`src/rtl/interleaver_write_ctrl.sv`:
```
`default_nettype none
// =============================================================================
// Module   : interleaver_write_ctrl
// Brief    : Ping-pong bank write controller for the interleaver block buffer.
//            Optional abort input enabled by defining INTERLEAVER_WR_ABORT_EN.
// Revision : 1.0
// =============================================================================
module interleaver_write_ctrl #(
    parameter int DATA_W    = 8,
    parameter int ADDR_W    = 13,
    parameter int SMALL_LEN = 1056,
    parameter int LARGE_LEN = 6144
) (
    input  logic              clk,
    input  logic              rst_n,
`ifdef INTERLEAVER_WR_ABORT_EN
    input  logic              i_abort,
`endif
    input  logic              i_block_size,
    input  logic              i_in_valid,
    input  logic [DATA_W-1:0] i_in_data,
    output logic              o_in_ready,
    input  logic              i_read_done,
    input  logic              i_read_bank_id,
    output logic              o_mem_we,
    output logic              o_mem_bank,
    output logic [ADDR_W-1:0] o_mem_addr,
    output logic [DATA_W-1:0] o_mem_wdata,
    output logic              o_blk_ready,
    output logic              o_blk_bank,
    output logic              o_blk_size
);

    typedef enum logic [1:0] {
        S_EMPTY   = 2'd0,
        S_FILLING = 2'd1,
        S_FULL    = 2'd2
    } bank_state_t;

    localparam logic [ADDR_W-1:0] c_SMALL_TGT = ADDR_W'(SMALL_LEN - 1);
    localparam logic [ADDR_W-1:0] c_LARGE_TGT = ADDR_W'(LARGE_LEN - 1);

    bank_state_t        r_state [2];
    logic               r_wr_bank;
    logic [ADDR_W-1:0]  r_wr_cnt;
    logic               r_size_lat;

    bank_state_t        w_cur_state;
    logic               w_accept;
    logic               w_abort;
    logic               w_write;
    logic               w_size;
    logic [ADDR_W-1:0]  w_target;
    logic               w_last;
    logic               w_release;

    assign w_cur_state = r_state[r_wr_bank];

    // Ready depends on registered state only; forced low while reset is held.
    assign o_in_ready  = rst_n && (w_cur_state != S_FULL);
    assign w_accept    = i_in_valid && o_in_ready;

`ifdef INTERLEAVER_WR_ABORT_EN
    assign w_abort     = i_abort && (w_cur_state == S_FILLING);
`else
    assign w_abort     = 1'b0;
`endif

    assign w_write     = w_accept && !w_abort;
    // The first sample of a block takes its size live; later samples use the latch.
    assign w_size      = (w_cur_state == S_EMPTY) ? i_block_size : r_size_lat;
    assign w_target    = w_size ? c_LARGE_TGT : c_SMALL_TGT;
    assign w_last      = w_write && (r_wr_cnt == w_target);
    assign w_release   = i_read_done && (r_state[i_read_bank_id] == S_FULL);

    always_ff @(posedge clk or negedge rst_n) begin
        if (!rst_n) begin
            r_state[0]  <= S_EMPTY;
            r_state[1]  <= S_EMPTY;
            r_wr_bank   <= 1'b0;
            r_wr_cnt    <= '0;
            r_size_lat  <= 1'b0;
            o_mem_we    <= 1'b0;
            o_mem_bank  <= 1'b0;
            o_mem_addr  <= '0;
            o_mem_wdata <= '0;
            o_blk_ready <= 1'b0;
            o_blk_bank  <= 1'b0;
            o_blk_size  <= 1'b0;
        end else begin
            o_mem_we    <= w_write;
            o_blk_ready <= w_last;

            if (w_accept) begin
                o_mem_bank  <= r_wr_bank;
                o_mem_addr  <= r_wr_cnt;
                o_mem_wdata <= i_in_data;
            end

            if (w_last) begin
                o_blk_bank <= r_wr_bank;
                o_blk_size <= w_size;
            end

            // A released bank is FULL, so it is never the bank being written here.
            if (w_release) begin
                r_state[i_read_bank_id] <= S_EMPTY;
            end

            if (w_abort) begin
                r_state[r_wr_bank] <= S_EMPTY;
                r_wr_cnt           <= '0;
            end else if (w_write) begin
                r_size_lat <= w_size;
                if (w_last) begin
                    r_state[r_wr_bank] <= S_FULL;
                    r_wr_bank          <= ~r_wr_bank;
                    r_wr_cnt           <= '0;
                end else begin
                    r_state[r_wr_bank] <= S_FILLING;
                    r_wr_cnt           <= r_wr_cnt + 1'b1;
                end
            end
        end
    end

endmodule
`default_nettype wire

```
`config.mk`:
```
export PLATFORM = sky130hd
export DESIGN_NAME = interleaver_write_ctrl
export DESIGN_NICKNAME = d
export VERILOG_FILES = /design/src/rtl/interleaver_write_ctrl.sv
export SDC_FILE = /design/constraint.sdc
export NUM_CORES = 1
export LEC_CHECK = 0
export BUFFER_PORTS_ARGS = -buffer_cell sky130_fd_sc_hd__buf_4
export CORE_AREA = 2 2 64 66
export CTS_BUF_LIST = sky130_fd_sc_hd__clkbuf_4
export CTS_CLUSTER_DIAMETER = 200
export DETAILED_ROUTE_END_ITERATION = 7
export DIE_AREA = 0 0 66 68
export PLACE_DENSITY = 0.75
export SYNTH_ARGS = -nofsm -noshare
export SYNTH_HDL_FRONTEND = slang
export SYNTH_SLANG_ARGS = --single-unit
export TNS_END_PERCENT = 50
```
`constraint.sdc`:
```
create_clock -name clk -period 5.8 [get_ports clk]
set_clock_uncertainty 0.2 [all_clocks]
set_input_delay 0.58 -clock clk [delete_from_list [all_inputs] [get_ports clk]]
set_output_delay 0.58 -clock clk [all_outputs]
set_load 0.02 [all_outputs]
```
==> summary.txt, run 1 <==
Outcome
  • Status: finished, final reports clean

Clock tree
  • CTS tree: built
  • Setup bufs post-CTS: 0
  • Hold Buf Count CTS: 0
  • CTS Buffer Depth: 2
  • Worst skew pair latency: 0.35 ns
  • Clock slew at reported path FFs: 0.12 ns
  • H-tree level count: 2
  • Root Driver: clkbuf_4
  • Num CTS Buffers: 5
  • Clock net sink count: 45
  • Post-CTS sizing: 0

Die
  • Core area: 3860 sq um
  • Die ar.: 4490 sq um
  • Die Y: 68 microns
  • Core Rows: 23
  • Effective utilization at floorplan: 53.0%
  • Die W: 66 microns
  • # IOs: 41

Placement
  • I/O Buffers: 40
  • HPWL Detailed: 2.70 mm
  • DP Cell Count: 304
  • DP Area: 2380 sq um
  • Gpl congestion: 0.787

Yosys
  • Adder-Cell Fraction of Synth Area: 0.613%
  • Simple-Gate Fraction of Synth Area: 26.7%
  • Gate Count Post-Synth: 221
  • Ys Warns: 0
  • Synth Area per Inst: 9.24 sq um
  • Top FF cell, synth: dfrtp_1
  • Sequential-to-total area share from yosys stat: 55.1%
  • Mapped cell area: 2040 sq um
  • Post-Synth XOR/XNOR Area: 2.57%
  • Mapped Nets: 236
  • Seq cells post-synth: 45
  • Distinct cells, synth: 41
  • Number of synthesized flops with an enable pin: 0
  • Multiplexer area fraction after synthesis: 2.33%
  • Largest family of logic cells by synthesized area: simple AND/OR/NAND/NOR gates
  • Compound-gate portion of the synthesized area: 10.7%
  • Ys async rst share: 100%

Critical path
  • Max Fanout on Critical Path: 12
  • CP Class: reg2reg
  • Worst Path Required: 5.81 ns
  • CP Capture Type: flip-flop
  • CP Launch Type: flip-flop
  • CP arrival: 2.90 ns

Cells and area
  • Non-filler cells, final: 312
  • Final Core Density: 63.3%
  • Nets@finish: 276
  • Final instance area: 2440 sq um
  • Diode count: 0
  • Area Growth Syn to Fin: 19.5%
  • Layout cells sized above 1: 21.8%

GRT
  • Total GRT Usage: 19.2%
  • GRT overflow: 0
  • Initial antenna violation count: 0
  • Largest net degree at the start of global routing: 49
  • Vias in the first global route: 1,498
  • First-pass GRT wire length: 6.63 mm

Drt
  • Pre-Repair DR Iteration Count: 4
  • DRC viols: 0
  • Metal2 WL: 1.77 mm
  • WL/cell: 12.6 microns
  • DR vias/cell: 5.27
  • Via count: 1,643
  • WL met1: 1.91 mm
  • Total Routed Length: 3.93 mm
  • ANT nets after route: 0
  • 1st-iter DRT viols: 124
  • Met3 Wirelength: 198 microns
  • Top layer in use: met4

Power
  • Switching fraction of total power: 30.0%
  • Net switching power: 0.000195 W
  • PwrDens: 267 nW/um^2
  • Total internal power: 0.000456 W
  • Leakage: 1.23 nW
  • Share of total power in combinational logic: 19.3%
  • Clock power share: 23.5%
  • Sequential Power Share: 57.2%
  • Maximum vdd ir drop: 0.000155 V

STA
  • Hold Fails Final Rpt: 0
  • RSZ-0062 raised after global routing: false
  • Final TNS setup: 0 ns
  • Fin crit share: 49.9%
  • Worst Tran Pin Value: 0.904 ns
  • Peak Freq: 345 MHz
  • Final slew viol count: 0
  • Final setup violation count: 0
  • Min Tclk post-route: 2.90 ns
  • Slew headroom: 39.3%
  • Hold_ws: 0.0205 ns

Run
  • Max_cap viols: 0

Min path
  • HP Class: in2async
[power by group through the flow]
stage / combinational, W / clock, W / sequential [W]
floorplan: 0.0000507 / 0 / 0.000399
global placement: 0.000124 / 0 / 0.000379
detailed placement: 0.000127 / 0 / 0.000380
CTS: 0.000128 / 0.000158 / 0.000373
global route: 0.000138 / 0.000168 / 0.000379
finish: 0.000126 / 0.000153 / 0.000373
[cell type report]
type / instances / area [sq um]
timing repair buffer: 41 / 308
clock inverter: 1 / 7.51
tap: 50 / 62.6
multi-input combinational: 166 / 877
clock buffer: 7 / 52.6
inverter: 2 / 7.51
sequential: 45 / 1130
fill: 368 / 1420
[per-stage QoR]
step | total power (W) | worst slack, ns
6_report | 0.000652 | 2.90
5_1_grt | 0.000685 | 2.63
4_1_cts | 0.000659 | 2.86
3_5_place_dp | 0.000507 | 2.88
3_3_place_gp | 0.000503 | 2.91
2_1_floorplan | 0.000450 | 3.50
[flip-flops by register name, summed over array words and instances, names as in the netlist, 4 cells and up]
name         count
r_state          4
o_mem_addr      13
r_wr_cnt        13
o_mem_wdata      8
[cell usage in the layout (no fill, tap or decap), types with 2 or more instances in the layout]
cell,instances
dfrtp_1,45
a21oi_1,8
nand3_1,5
xnor2_1,5
nand2b_1,3
mux2_2,2
clkbuf_4,7
a21o_1,3
o21ai_0,9
and2_1,2
nand2_1,83
nor3b_1,2
nor3_1,5
nand4_1,6
a31oi_1,2
nor2_1,9
buf_4,41
and3_1,2
[synth_stat cells (3+ instances only)]
master	instances	area share, %
nand2_1	83	15
a21oi_1	8	2.0
a21o_1	3	1.1
nand3_1	5	1.2
nor2_1	9	1.7
clkbuf_1	6	1.1
nor3_1	5	1.2
nand4_1	6	1.8
nand2b_1	3	0.92
dfrtp_1	45	55
xnor2_1	5	2.1
o21ai_0	9	2.2
[worst max-delay path, stage by stage, from the launching register on]
cell	delay, ns
dfrtp_1	0.52
nor3b_1	0.21
o21ai_0	0.50
a31oi_1	0.30
a211oi_1	0.82
o21ai_0	0.20
[cell families (layout without fill, tap and decap cells)]
family | count (synthesis) | in the layout
flip-flops | 45 | 45
buffers and inverters | 10 | 51
adder cells (fa/ha/maj) | 1 | 1
XOR/XNOR | 6 | 6
multiplexers | 4 | 4
AO/OA/AOI/OAI | 31 | 31
AND/OR/NAND/NOR | 124 | 124
[metal layers]
layer / global-route usage (%) / vias to the layer above
met1: 26.2 / 770
met3: 4.44 / 6
met4: 5.36 / 0
li1: - / 828
met2: 31.1 / 39
met5: 0 / -
[final timing paths]
check / startpoint / endpoint / slack, ns / cells past startpoint
worst max-delay path: r_wr_bank / r_wr_cnt[7] / 2.90 / 5
max in group asynchronous: rst_n / o_blk_size / 4.98 / 1
worst max register to register: r_wr_bank / r_wr_cnt[7] / 2.90 / 5
min in group clk: i_in_data[1] / o_mem_wdata[1] / 0.21 / 3
worst min register to register: o_mem_wdata[1] / o_mem_wdata[1] / 0.29 / 2
worst min-delay path: rst_n / o_mem_wdata[5] / 0.02 / 1
Power figures use the tool's default switching activity.
==> inputs of run 2 (changes only) <==
--- a/config.mk
+++ b/config.mk
@@ -6,12 +6,12 @@
 export NUM_CORES = 1
 export LEC_CHECK = 0
 export BUFFER_PORTS_ARGS = -buffer_cell sky130_fd_sc_hd__buf_4
-export CORE_AREA = 2 2 64 66
+export CORE_AREA = 2 2 67 69
 export CTS_BUF_LIST = sky130_fd_sc_hd__clkbuf_4
 export CTS_CLUSTER_DIAMETER = 200
 export DETAILED_ROUTE_END_ITERATION = 7
-export DIE_AREA = 0 0 66 68
-export PLACE_DENSITY = 0.75
+export DIE_AREA = 0 0 69 71
+export PLACE_DENSITY = 0.71
 export SYNTH_ARGS = -nofsm -noshare
 export SYNTH_HDL_FRONTEND = slang
 export SYNTH_SLANG_ARGS = --single-unit
==> constraint.sdc (replaced) <==
create_clock -name clk -period 2.6 [get_ports clk]
set_clock_uncertainty 0.2 [all_clocks]
set_input_delay 0.26 -clock clk [delete_from_list [all_inputs] [get_ports clk]]
set_output_delay 0.26 -clock clk [all_outputs]
set_load 0.02 [all_outputs]
==> run 2 against run 1 <==
  * Sequential cell count stayed put
  * Critical path depth is 1 higher
  * Die area is 9.2% higher
  * Setup slack worse by 2.7 ns
  * Count of clock-buffer cells in the layout is 1 lower
  * Fmax is 21% higher
  * Design area is 7.7% higher
  * Cell count is 6.7% higher
  * Global-route usage is 0.39 points lower
  * Largest cell class unchanged
==> summary.txt, run 2 (synthesis gave the netlist of run 1 again) <==
STA
  • Fin crit share: 92.4% (was 49.9%)
  • RSZ-0062 raised after global routing: false (unchanged)
  • Hold Fails Final Rpt: 0 (unchanged)
  • Final TNS setup: 0 ns (unchanged)
  • Worst Tran Pin Value: 0.525 ns (was 0.904 ns)
  • Final setup violation count: 0 (unchanged)
  • Peak Freq: 416 MHz (was 345 MHz)
  • Final slew viol count: 0 (unchanged)
  • Min Tclk post-route: 2.40 ns (was 2.90 ns)
  • Slew headroom: 64.7% (was 39.3%)

Drt
  • Total Routed Length: 4.20 mm (was 3.93 mm)
  • ANT nets after route: 0 (unchanged)
  • WL/cell: 12.6 microns (about the same)
  • DRC viols: 0 (unchanged)
  • DR vias/cell: 5.10 (was 5.27)
  • 1st-iter DRT viols: 99 (was 124)
  • Pre-Repair DR Iteration Count: 4 (unchanged)
  • Via count: 1,698 (was 1,643)

Outcome
  • Status: finished, final reports clean (unchanged)

Run
  • Max_cap viols: 0 (unchanged)

Cells and area
  • Layout cells sized above 1: 23.1% (was 21.8%)
  • Biggest regs: o_mem_addr (13), r_wr_cnt (13), o_mem_wdata (8) (unchanged)
  • Multi-input gate area: 877 sq um (unchanged)
  • Nets@finish: 295 (was 276)
  • Register Area: 1130 sq um (unchanged)
  • FILL cells: 399 (was 368)
  • Final Core Density: 62.6% (was 63.3%)
  • Diode count: 0 (unchanged)
  • Commonest non-fill, non-tap cell in the layout: nand2_1 (unchanged)
  • Non-filler cells, final: 333 (was 312)
  • Area Growth Syn to Fin: 28.8% (was 19.5%)
  • Most frequent cells in the layout: nand2_1 (83), buf_4 (50), dfrtp_1 (45), dlygate4sd3_1 (10), nor2_1 (9) (was nand2_1 (83), dfrtp_1 (45), buf_4 (41), o21ai_0 (9), nor2_1 (9))

Placement
  • Gpl congestion: 0.799 (was 0.787)
  • DP Cell Count: 315 (was 304)
  • HPWL Detailed: 3.01 mm (was 2.70 mm)
  • I/O Buffers: 40 (unchanged)

GRT
  • Total GRT Usage: 18.8% (was 19.2%)
  • Routing usage on met2: 29.9% (was 31.1%)
  • GR peak layer: met2 (unchanged)
  • Vias in the first global route: 1,589 (was 1,498)
  • Initial antenna violation count: 0 (unchanged)
  • First-pass GRT wire length: 7.40 mm (was 6.63 mm)
  • Met1 usage: 25.5% (was 26.2%)
  • GRT overflow: 0 (unchanged)
  • Largest net degree at the start of global routing: 41 (was 49)
  • Met3 Resource Use GR: 4.42% (was 4.44%)

Power
  • Maximum vdd ir drop: 0.000339 V (was 0.000155 V)
  • Leakage: 1.33 nW (was 1.23 nW)
  • PwrDens: 593 nW/um^2 (was 267 nW/um^2)

Critical path
  • CP Class: reg2reg (unchanged)
  • CP arrival: 2.46 ns (was 2.90 ns)
  • Worst Path Required: 2.66 ns (was 5.81 ns)
  • Max Fanout on Critical Path: 7 (was 12)
  • CP Launch Type: flip-flop (unchanged)
  • CP Capture Type: flip-flop (unchanged)

Clock tree
  • Clock slew at reported path FFs: 0.12 ns (about the same)
  • CTS Buffer Depth: 2 (unchanged)
  • Num CTS Buffers: 5 (unchanged)
  • Worst skew pair latency: 0.35 ns (about the same)
  • Root Driver: clkbuf_4 (unchanged)
  • H-tree level count: 2 (unchanged)
  • Clock net sink count: 45 (unchanged)
  • Setup bufs post-CTS: 0 (unchanged)
  • CTS tree: built (unchanged)

Die
  • Effective utilization at floorplan: 48.6% (was 53.0%)
  • Core area: 4200 sq um (was 3860 sq um)
  • # IOs: 41 (unchanged)
  • Die Y: 71 microns (was 68 microns)
  • Core Rows: 24 (was 23)
  • Die ar.: 4900 sq um (was 4490 sq um)
  • Die W: 69 microns (was 66 microns)

Min path
  • HP Class: in2async (unchanged)
run 2: critical path: stages, from the launching register on:
cell and delay [ns]:
dfrtp_1 0.47, nor3b_1 0.19, or3b_1 0.47, a31oi_1 0.42, a211oi_1 0.15, buf_4 0.18, a31o_2 0.23
run 2: repair_timing:
| action | in CTS | in global routing |
|---|---|---|
| resized for setup | 0 | 1 |
| hold buffers | 10 | 0 |
| setup endpoints to repair | 0 | 2 |
| hold endpoints to repair | 54 | 0 |
run 2: metal layers:
layer	up-vias	part of all wire (%)
met3	7	4.1
met5	-	0
li1	868	-
met1	787	50
met2	36	45
met4	0	1.4
run 2: area by class of cell:
class / count / share of cell area (%)
Timing Repair Buffer: 60 / 18.1
Tap cell: 52 / 2.47
Sequential cell: 45 / 42.8
Clock inverter: 2 / 1.28
Multi-Input combinational cell: 166 / 33.3
Inverter: 2 / 0.285
Clock buffer: 6 / 1.71
run 2: worst paths after layout:
kind	start	to	slack, ns	cells after the start
setup / recovery	r_wr_bank	r_state[1]	0.20	6
hold / removal	rst_n	r_wr_bank	0.05	2
setup reg to reg	r_wr_bank	r_state[1]	0.20	6
hold reg to reg	o_mem_addr[8]	o_mem_addr[8]	0.29	2
max in group asynchronous	rst_n	o_mem_we	1.44	3
min in group clk	i_read_done	r_state[3]	0.08	5
run 2: per-stage QoR:
step	instance area (sq um)	power, W	setup slack, ns	hold slack, ns
after floorplan	2040	0.00100	0.295	-0.236
after global placement	2450	0.00113	0.249	-0.107
after detailed placement	2450	0.00114	0.149	-0.107
after CTS	2630	0.00158	0.124	0.0380
after global routing	2630	0.00164	0.0701	0.0386
final	2630	0.00156	0.199	0.0530
run 2: power by group:
part           switching [W]  internal (W)
combinational       0.000166      0.000135
clock               0.000216      0.000211
sequential         0.0000612      0.000771
